<file path="config.mk">
export PLATFORM = sky130hd
export DESIGN_NAME = pmix_code_ctrl
export DESIGN_NICKNAME = d
export VERILOG_FILES = /design/src/rtl/pmix_code_ctrl.sv
export SDC_FILE = /design/constraint.sdc
export NUM_CORES = 1
export LEC_CHECK = 0
export BUFFER_PORTS_ARGS = -buffer_cell sky130_fd_sc_hd__buf_2
export CAP_MARGIN = 5
export CORE_ASPECT_RATIO = 0.6
export CORE_UTILIZATION = 50
export CTS_CLUSTER_DIAMETER = 60
export DETAILED_ROUTE_END_ITERATION = 12
export HOLD_SLACK_MARGIN = 0.03
export PLACE_DENSITY = 0.8
export SYNTH_ARGS = -nofsm -noshare
export SYNTH_HDL_FRONTEND = slang
export SYNTH_SLANG_ARGS = --single-unit
</file>
<file path="constraint.sdc">
create_clock -name clk_i -period 4.6 [get_ports clk_i]
set_clock_uncertainty 0.05 [all_clocks]
set_input_delay 0.23 -clock clk_i [delete_from_list [all_inputs] [get_ports clk_i]]
set_output_delay 0.23 -clock clk_i [all_outputs]
set_load 0.1 [all_outputs]
</file>
<file path="src/rtl/pmix_code_ctrl.sv">
// pmix_code_ctrl: phase-code controller for the CDR phase mixer
//   Turns early/late requests into a wrapping {sector, weight} mixer code with
//   registered one-hot phase-pair selects and complementary interpolation weights.
//   Optional second-order (frequency) path enabled by defining PMIX_FREQ_ACC_EN.
// Ports:
//   clk_i        block clock
//   rst_n_i      synchronous active-low reset
//   up_i/dn_i    advance/retard request, single cycle
//   step_i       code LSBs per accepted request
//   load_i       force code to load_code_i (ignores busy)
//   load_code_i  code to load
//   code_o       current mixer code {sector, weight}
//   sel_a_o      one-hot phase select, index = sector
//   sel_b_o      one-hot phase select, index = sector+1 mod NUM_PH
//   wt_a_o       FS - weight
//   wt_b_o       weight
//   busy_o       settle hold-off active, requests dropped
//   wrap_up_o    pulse: up move crossed max->0
//   wrap_dn_o    pulse: dn move crossed 0->max
//   freq_word_o  signed frequency integrator (0 without PMIX_FREQ_ACC_EN)
module pmix_code_ctrl #(
   parameter int SECTOR_BITS = 3,
   parameter int WEIGHT_BITS = 8,
   parameter int STEP_W      = 4,
   parameter int SETTLE_CYC  = 2,
   parameter int RST_CODE    = 0,
   parameter int FREQ_W      = 8
) (
   input  logic                               clk_i,
   input  logic                               rst_n_i,
   input  logic                               up_i,
   input  logic                               dn_i,
   input  logic [STEP_W-1:0]                  step_i,
   input  logic                               load_i,
   input  logic [SECTOR_BITS+WEIGHT_BITS-1:0] load_code_i,
   output logic [SECTOR_BITS+WEIGHT_BITS-1:0] code_o,
   output logic [2**SECTOR_BITS-1:0]          sel_a_o,
   output logic [2**SECTOR_BITS-1:0]          sel_b_o,
   output logic [WEIGHT_BITS-1:0]             wt_a_o,
   output logic [WEIGHT_BITS-1:0]             wt_b_o,
   output logic                               busy_o,
   output logic                               wrap_up_o,
   output logic                               wrap_dn_o,
   output logic [FREQ_W-1:0]                  freq_word_o
);
   localparam int CW = SECTOR_BITS + WEIGHT_BITS;
   localparam int NUM_PH = 2**SECTOR_BITS;
   localparam int CNT_W = SETTLE_CYC > 0 ? $clog2(SETTLE_CYC + 1) : 1;
   localparam logic [CW-1:0] RST_C = CW'(RST_CODE);

   logic [CW-1:0]    code_q, code_d;
   logic [CNT_W-1:0] cnt_q, cnt_d;
   logic             wrap_up_d, wrap_dn_d;
   logic             idle, mv_up, mv_dn, do_up, do_dn, pend_up, pend_dn;
   logic [CW:0]      stp, sum, diff;

   function automatic logic [NUM_PH-1:0] onehot(input logic [SECTOR_BITS-1:0] s);
      return NUM_PH'(1) << s;
   endfunction

   assign code_o = code_q;

   always_comb begin
      // idle: a cycle where a pending fractional-path move may be applied
      idle = ~load_i & ~busy_o & ~up_i & ~dn_i;
      mv_up = ~load_i & ~busy_o & up_i & ~dn_i & (step_i != '0);
      mv_dn = ~load_i & ~busy_o & dn_i & ~up_i & (step_i != '0);
      do_up = mv_up | (idle & pend_up);
      do_dn = mv_dn | (idle & pend_dn);
      stp = (mv_up | mv_dn) ? {{(CW+1-STEP_W){1'b0}}, step_i} : (CW+1)'(1);
      // extra MSB of sum/diff is the modulo carry/borrow
      sum = {1'b0, code_q} + stp;
      diff = {1'b0, code_q} - stp;
      code_d = load_i ? load_code_i : do_up ? sum[CW-1:0] : do_dn ? diff[CW-1:0] : code_q;
      wrap_up_d = do_up & sum[CW];
      wrap_dn_d = do_dn & diff[CW];
      cnt_d = (load_i | do_up | do_dn) ? CNT_W'(SETTLE_CYC) : busy_o ? cnt_q - CNT_W'(1) : '0;
   end

   always_ff @(posedge clk_i) begin
      if (!rst_n_i) begin
         code_q    <= RST_C;
         cnt_q     <= '0;
         busy_o    <= 1'b0;
         wrap_up_o <= 1'b0;
         wrap_dn_o <= 1'b0;
         sel_a_o   <= onehot(RST_C[CW-1:WEIGHT_BITS]);
         sel_b_o   <= onehot(RST_C[CW-1:WEIGHT_BITS] + SECTOR_BITS'(1));
         wt_b_o    <= RST_C[WEIGHT_BITS-1:0];
         wt_a_o    <= ~RST_C[WEIGHT_BITS-1:0];
      end else begin
         code_q    <= code_d;
         cnt_q     <= cnt_d;
         busy_o    <= cnt_d != '0;
         wrap_up_o <= wrap_up_d;
         wrap_dn_o <= wrap_dn_d;
         sel_a_o   <= onehot(code_d[CW-1:WEIGHT_BITS]);
         sel_b_o   <= onehot(code_d[CW-1:WEIGHT_BITS] + SECTOR_BITS'(1));
         wt_b_o    <= code_d[WEIGHT_BITS-1:0];
         // FS - w equals bitwise inversion for FS = 2**WEIGHT_BITS-1
         wt_a_o    <= ~code_d[WEIGHT_BITS-1:0];
      end
   end

`ifdef PMIX_FREQ_ACC_EN
   localparam int AW = (WEIGHT_BITS > FREQ_W ? WEIGHT_BITS : FREQ_W) + 2;
   localparam logic signed [FREQ_W-1:0] F_MAX = {1'b0, {(FREQ_W-1){1'b1}}};
   localparam logic signed [FREQ_W-1:0] F_MIN = {1'b1, {(FREQ_W-1){1'b0}}};

   logic signed [FREQ_W-1:0] freq_q, freq_d;
   logic [WEIGHT_BITS-1:0]   acc_q, acc_d;
   logic                     pend_up_q, pend_up_d, pend_dn_q, pend_dn_d;
   logic signed [AW-1:0]     acc_sum;
   logic                     carry, borrow;

   assign pend_up = pend_up_q;
   assign pend_dn = pend_dn_q;
   assign freq_word_o = freq_q;

   always_comb begin
      freq_d = (mv_up && freq_q != F_MAX) ? freq_q + FREQ_W'(1) :
               (mv_dn && freq_q != F_MIN) ? freq_q - FREQ_W'(1) : freq_q;
      acc_sum = $signed(AW'(acc_q)) + AW'(freq_q);
      carry = ~acc_sum[AW-1] & (|acc_sum[AW-2:WEIGHT_BITS]);
      borrow = acc_sum[AW-1];
      acc_d = load_i ? '0 : acc_sum[WEIGHT_BITS-1:0];
      // a pending move is consumed on an idle cycle; a fresh carry/borrow replaces it
      pend_up_d = ~load_i & ~borrow & (carry | (pend_up_q & ~idle));
      pend_dn_d = ~load_i & ~carry & (borrow | (pend_dn_q & ~idle));
   end

   always_ff @(posedge clk_i) begin
      if (!rst_n_i) begin
         freq_q    <= '0;
         acc_q     <= '0;
         pend_up_q <= 1'b0;
         pend_dn_q <= 1'b0;
      end else begin
         freq_q    <= freq_d;
         acc_q     <= acc_d;
         pend_up_q <= pend_up_d;
         pend_dn_q <= pend_dn_d;
      end
   end
`else
   assign pend_up = 1'b0;
   assign pend_dn = 1'b0;
   assign freq_word_o = '0;
`endif
endmodule
</file>
# Word level (Yosys, flattened, before mapping)
# Cells that the tools add are included.
dict set report totals {
  reg_bits 48
  inputBits 20
  out_inout_bits 54
  word_cells 40
}
dict set report op_classes {
  add_sub_neg 4
  shifts 2
  n_mux 6
  bitwise 17
  reduce_logical 2
}
# cell count
set ops {}
lappend ops {{11-bit 2-to-1 mux} 3}
lappend ops {{1-bit by 3-bit << shifter with 8-bit output, first input constant} 2}
lappend ops {{11-bit by 4-bit adder with 12-bit output} 1}
lappend ops {{11-bit by 4-bit subtractor with 12-bit output} 1}
lappend ops {{1-bit AND} 9}
lappend ops {{8-bit NOT} 1}
lappend ops {{2-bit 2-to-1 mux} 2}
lappend ops {{4-bit 2-to-1 mux} 1}
lappend ops {{1-bit NOT} 4}
lappend ops {{4-bit nonzero test} 1}
lappend ops {{3-bit by 1-bit adder with 3-bit output, second input constant} 1}
lappend ops {{1-bit bitwise OR} 3}
lappend ops {{2-bit nonzero test} 1}
lappend ops {{2-bit by 1-bit subtractor with 2-bit output, second input constant} 1}

# Logic depth before layout (Yosys ltp)
dict set report depth {
  ltp_word 13
  depth_mapped 13
  depth_no_buf 13
}

# Worst setup path before layout
# Ideal clock, no wire load.
dict set report synth_timing {
  kind {register to register}
  from {reg busy_o}
  to {reg sel_a_o[3]}
  setup_ps 61
  arrival_ps 3640
  required_time_ps 4489
  path_slack_ps 849
  path_stages_with_launch 12
  path_buffers 0
  synth_period_minus_slack_ps 3751
  cell_sequence {dfxtp_1 > nor4_1 > nand2b_1 > ha_1 > fa_1 > nor2b_1 > o21a_1 > o2111ai_2 > a2111oi_2 > or4_4 > inv_2 > and3_1}
}
dict set report synth_via {
  elab_chain_len 12
  word_cells_on_any_way 16
  classes_between {add/sub (2); shift (1); mux (4); bitwise (9)}
}
# item line
set synth_lines {}
lappend synth_lines {{from (decl)} 41} ;# output logic busy_o,
lappend synth_lines {{from (signal assigned)} 84} ;# busy_o <= 1'b0;
lappend synth_lines {{from (signal assigned)} 94} ;# busy_o <= cnt_d != '0;
lappend synth_lines {{1-bit NOT *} {66, 67}}
lappend synth_lines {{1-bit AND *} {66, 67}}
lappend synth_lines {{1-bit AND (on tied branches) (3 in series)} {66, 67}}
lappend synth_lines {{1-bit bitwise OR} 70} ;# stp = (mv_up | mv_dn) ? {{(CW+1-STEP_W){1'b0}}, step_i} : (CW+1)'(1);
lappend synth_lines {{4-bit 2-to-1 mux} 70}
lappend synth_lines {{11-bit by 4-bit subtractor with 12-bit output} 73} ;# diff = {1'b0, code_q} - stp;
lappend synth_lines {{11-bit 2-to-1 mux} 74} ;# code_d = load_i ? load_code_i : do_up ? sum[CW-1:0] : do_dn ? diff[CW-1:0] : code_q;
lappend synth_lines {{11-bit 2-to-1 mux * (2 in series)} 74}
lappend synth_lines {{1-bit by 3-bit << shifter with 8-bit output *} 58} ;# return NUM_PH'(1) << s;
lappend synth_lines {{to (signal assigned)} 87} ;# sel_a_o <= onehot(RST_C[CW-1:WEIGHT_BITS]);
lappend synth_lines {{to (signal assigned)} 97} ;# sel_a_o <= onehot(code_d[CW-1:WEIGHT_BITS]);
lappend synth_lines {{to (decl)} 37} ;# output logic [2**SECTOR_BITS-1:0] sel_a_o,
# Mark *: on every way between the ends. The rest lies on a longest branch, timed or not.
# A chain may end at the register's enable or synchronous reset.

# Worst setup path in the final report
dict set report layout_timing {
  from {reg busy_o}
  to {reg sel_a_o[2]}
}
# Same word-level chain as after synthesis.

==> results by group <==
Outcome
  • Status: complete, no violations

Power
  • Lkg Pwr: 1.162 nW
  • Final Power: 1.027 mW
  • VDD IR max: 0.2375 mV
  • Pwr dens: 404.8 nW/um^2

Hold path
  • Hold crit path type: input pin to flop
  • Worst hold path depth: 4

Clock tree
  • Hold-fix buffers, CTS: 0
  • Clk_lat worst skew: 0.29 ns
  • H-tree depth: 2
  • Setup bufs post-CTS: 0
  • Worst-path clk slew: 0.08 ns
  • Clock sinks: 40
  • CTS tree: done
  • Post-CTS sizing: 0
  • Clk root buf: clkbuf_8
  • Clk buf depth: 2
  • CTS Buf Count: 5

Critical path
  • CP startpoint kind: flop
  • Worst Path Required: 4.69 ns
  • Crit-path max FO: 8
  • Crit end category: flop
  • WP data arrival: 3.95 ns
  • WS Path Type: flop to flop
  • R2R cell count: 10

STA
  • Period utilization: 0.8381
  • Setup TNS: 0 ns
  • Worst Tran Pin Value: 0.8375 ns
  • FMAX: 259.4 MHz
  • Slew margin rel.: 0.4365
  • Setup-failing EPs final: 0
  • Fin crit period: 3.855 ns
  • Final hold vios: 0
  • RSZ-0062 raised after global routing: false
  • Slew Limit Fails: 0

Route
  • Starting DRT DRC Count: 116
  • DRC: 0
  • Final ANT Viol Nets: 0
  • Final wirelength: 4.804 mm
  • 1st-pass router iterations: 4
  • Via count: 1857
  • Vias/cell: 5.336
  • Routed len/inst: 13.80 microns

Global route
  • Grt peak-use layer: met1
  • M3 GR Usage: 0.06864
  • Largest net degree at the start of global routing: 24
  • First-pass GRT wire length: 7.479 mm
  • Total grt overflow: 0
  • M2 GR Usage: 0.2904
  • GR Util All Layers: 0.2161
  • Vias in the first global route: 1553
  • Initial antenna violation count: 0
  • Met1 Use GR: 0.3165

Logic synthesis
  • Mapped Cells: 232
  • Share of the synthesized area in the top cell type: 0.3668
  • Syn. warnings: 0
  • Syn Area/Cell: 9.411 sq um
  • Synth unique cells: 63
  • Cell Area, Synth: 2183 sq um
  • Most used DFF post-synth: dfxtp_1
  • Asr flop ratio synth: 0
  • Synth Register Bits: 40
  • Ranking of synthesized cells by area: dfxtp_1 37%, buf_4 5.5%, ha_1 5.2%
  • Post-synthesis sequential area ratio: 0.3668
  • Number of synthesized flops with an enable pin: 0
  • Area leader, netlist: dfxtp_1

Layout
  • Fin area: 2537 sq um
  • Post-layout nets: 318
  • Layout Cells excl Fill: 348
  • Multi-input gate area: 1176 sq um
  • Seq. cell area: 800.8 sq um
  • Util after Layout: 0.6123
  • Number of fill cells: 396
  • Layout area overhead: 16.22%
  • Layout cells sized above 1: 0.3333
  • Ant diodes: 0

Floorplan
  • Initial Utilization: 0.5269
  • Die Height: 53.19 microns
  • Row count: 18
  • CORE AREA: 4144 sq um
  • Die ar.: 4644 sq um
  • # IOs: 74
  • Die span in x: 87.31 microns

Placement
  • IO Port Bufs: 65
  • Final GP Congestion: 0.9214
  • Placed cell area: 2426 sq um
  • Placed insts: 340
  • DP Wirelength: 3.601 mm

Job
  • Max-cap violations: 0
-- sequential cells by signal (all words and copies together), names as in the netlist --
register and flops:
code_o 11, sel_a_o 8, sel_b_o 8, wt_a_o 8
cnt_q 2, busy_o 1, wrap_dn_o 1, wrap_up_o 1
-- worst max-delay path, stage by stage, from the launching register on --
cell and delay, ns:
dfxtp_1 0.37, nor4_1 0.75, nand2b_1 0.22, ha_1 0.28, fa_1 0.42, nor2b_1 0.15, o21a_1 0.19, o2111ai_2 0.31
a2111oi_2 0.14, nor3_1 0.68, nor4b_1 0.14
-- cell usage after synthesis, drive strengths merged (3+ instances only) --
cell     number
dfxtp        40
buf          18
nand2        16
inv          13
nor2         13
and2         10
nor3         10
ha            9
o21ai         9
a21oi         7
nand2b        7
nor4b         7
and3          6
o31ai         6
clkbuf        5
nor4          5
a2111oi       4
a211oi        4
nand3         4
o21a          4
a21o          3
-- stage by stage --
step / worst slack (ns) / hold WS [ns]
3_3_place_gp: 0.8470 / 0.3833
5_1_grt: 0.3478 / 0.1894
6_report: 0.7447 / 0.1726
4_1_cts: 0.7807 / 0.1678
2_1_floorplan: 0.8489 / 0.3665
3_5_place_dp: 0.6254 / 0.3902
-- cells in the final DEF, fill, tap and decap left out, types with 2 or more instances in the layout --
master,n
or4_4,2
nor4_1,4
dfxtp_1,40
inv_1,12
conb_1,8
o31ai_1,5
and2_1,9
a211oi_1,3
and3_1,6
fa_1,2
ha_1,9
nor3_1,9
nor2_1,12
a21o_1,2
a21oi_1,6
nor2b_1,2
clkbuf_8,5
buf_2,65
nand3_1,4
o21a_1,4
a2111oi_2,2
nand2_1,16
o221ai_1,2
nand2b_1,6
nor4b_1,7
o21ai_0,9
-- power by group --
| part | internal (mW) | switching (mW) | total, mW |
|---|---|---|---|
| registers | 0.367 | 0.0180 | 0.385 |
| logic | 0.0676 | 0.293 | 0.361 |
| clock network | 0.160 | 0.121 | 0.281 |
| total | 0.595 | 0.432 | 1.03 |
-- per-layer routing --
layer	wire (microns)	vias up
li1	-	927
met1	2377	835
met2	1929	86
met3	435	9
met4	61	0
met5	0	-
-- worst paths after layout --
check | start | endpoint | slack (ns)
min reg2reg | cnt_q[0] | cnt_q[0] | 0.40
max reg2reg | busy_o | sel_a_o[2] | 0.74
min | load_code_i[4] | wt_a_o[4] | 0.17
max | busy_o | sel_a_o[2] | 0.74
-- layout make-up --
cell class                 instances  share of cell area
multi-input combinational        162              0.4635
sequential                        40              0.3156
inverter                          13             0.01923
clock inverter                     3             0.01677
timing repair buffer              65              0.1282
tap                               60             0.02959
clock buffer                       5             0.02712
-- logic make-up (layout without fill, tap and decap cells) --
kind of cell | after synthesis | count (layout) | synth area share
AOI/OAI and AO/OA | 52 | 52 | 0.2000
other | 1 | 8 | 0.001718
and+or+nand+nor | 90 | 90 | 0.2510
xor gates and xnor gates | 1 | 1 | 0.004012
buffers and inverters | 37 | 86 | 0.1066
DFF | 40 | 40 | 0.3668
adders and majority gates | 11 | 11 | 0.06992
Power figures use the tool's default switching activity.
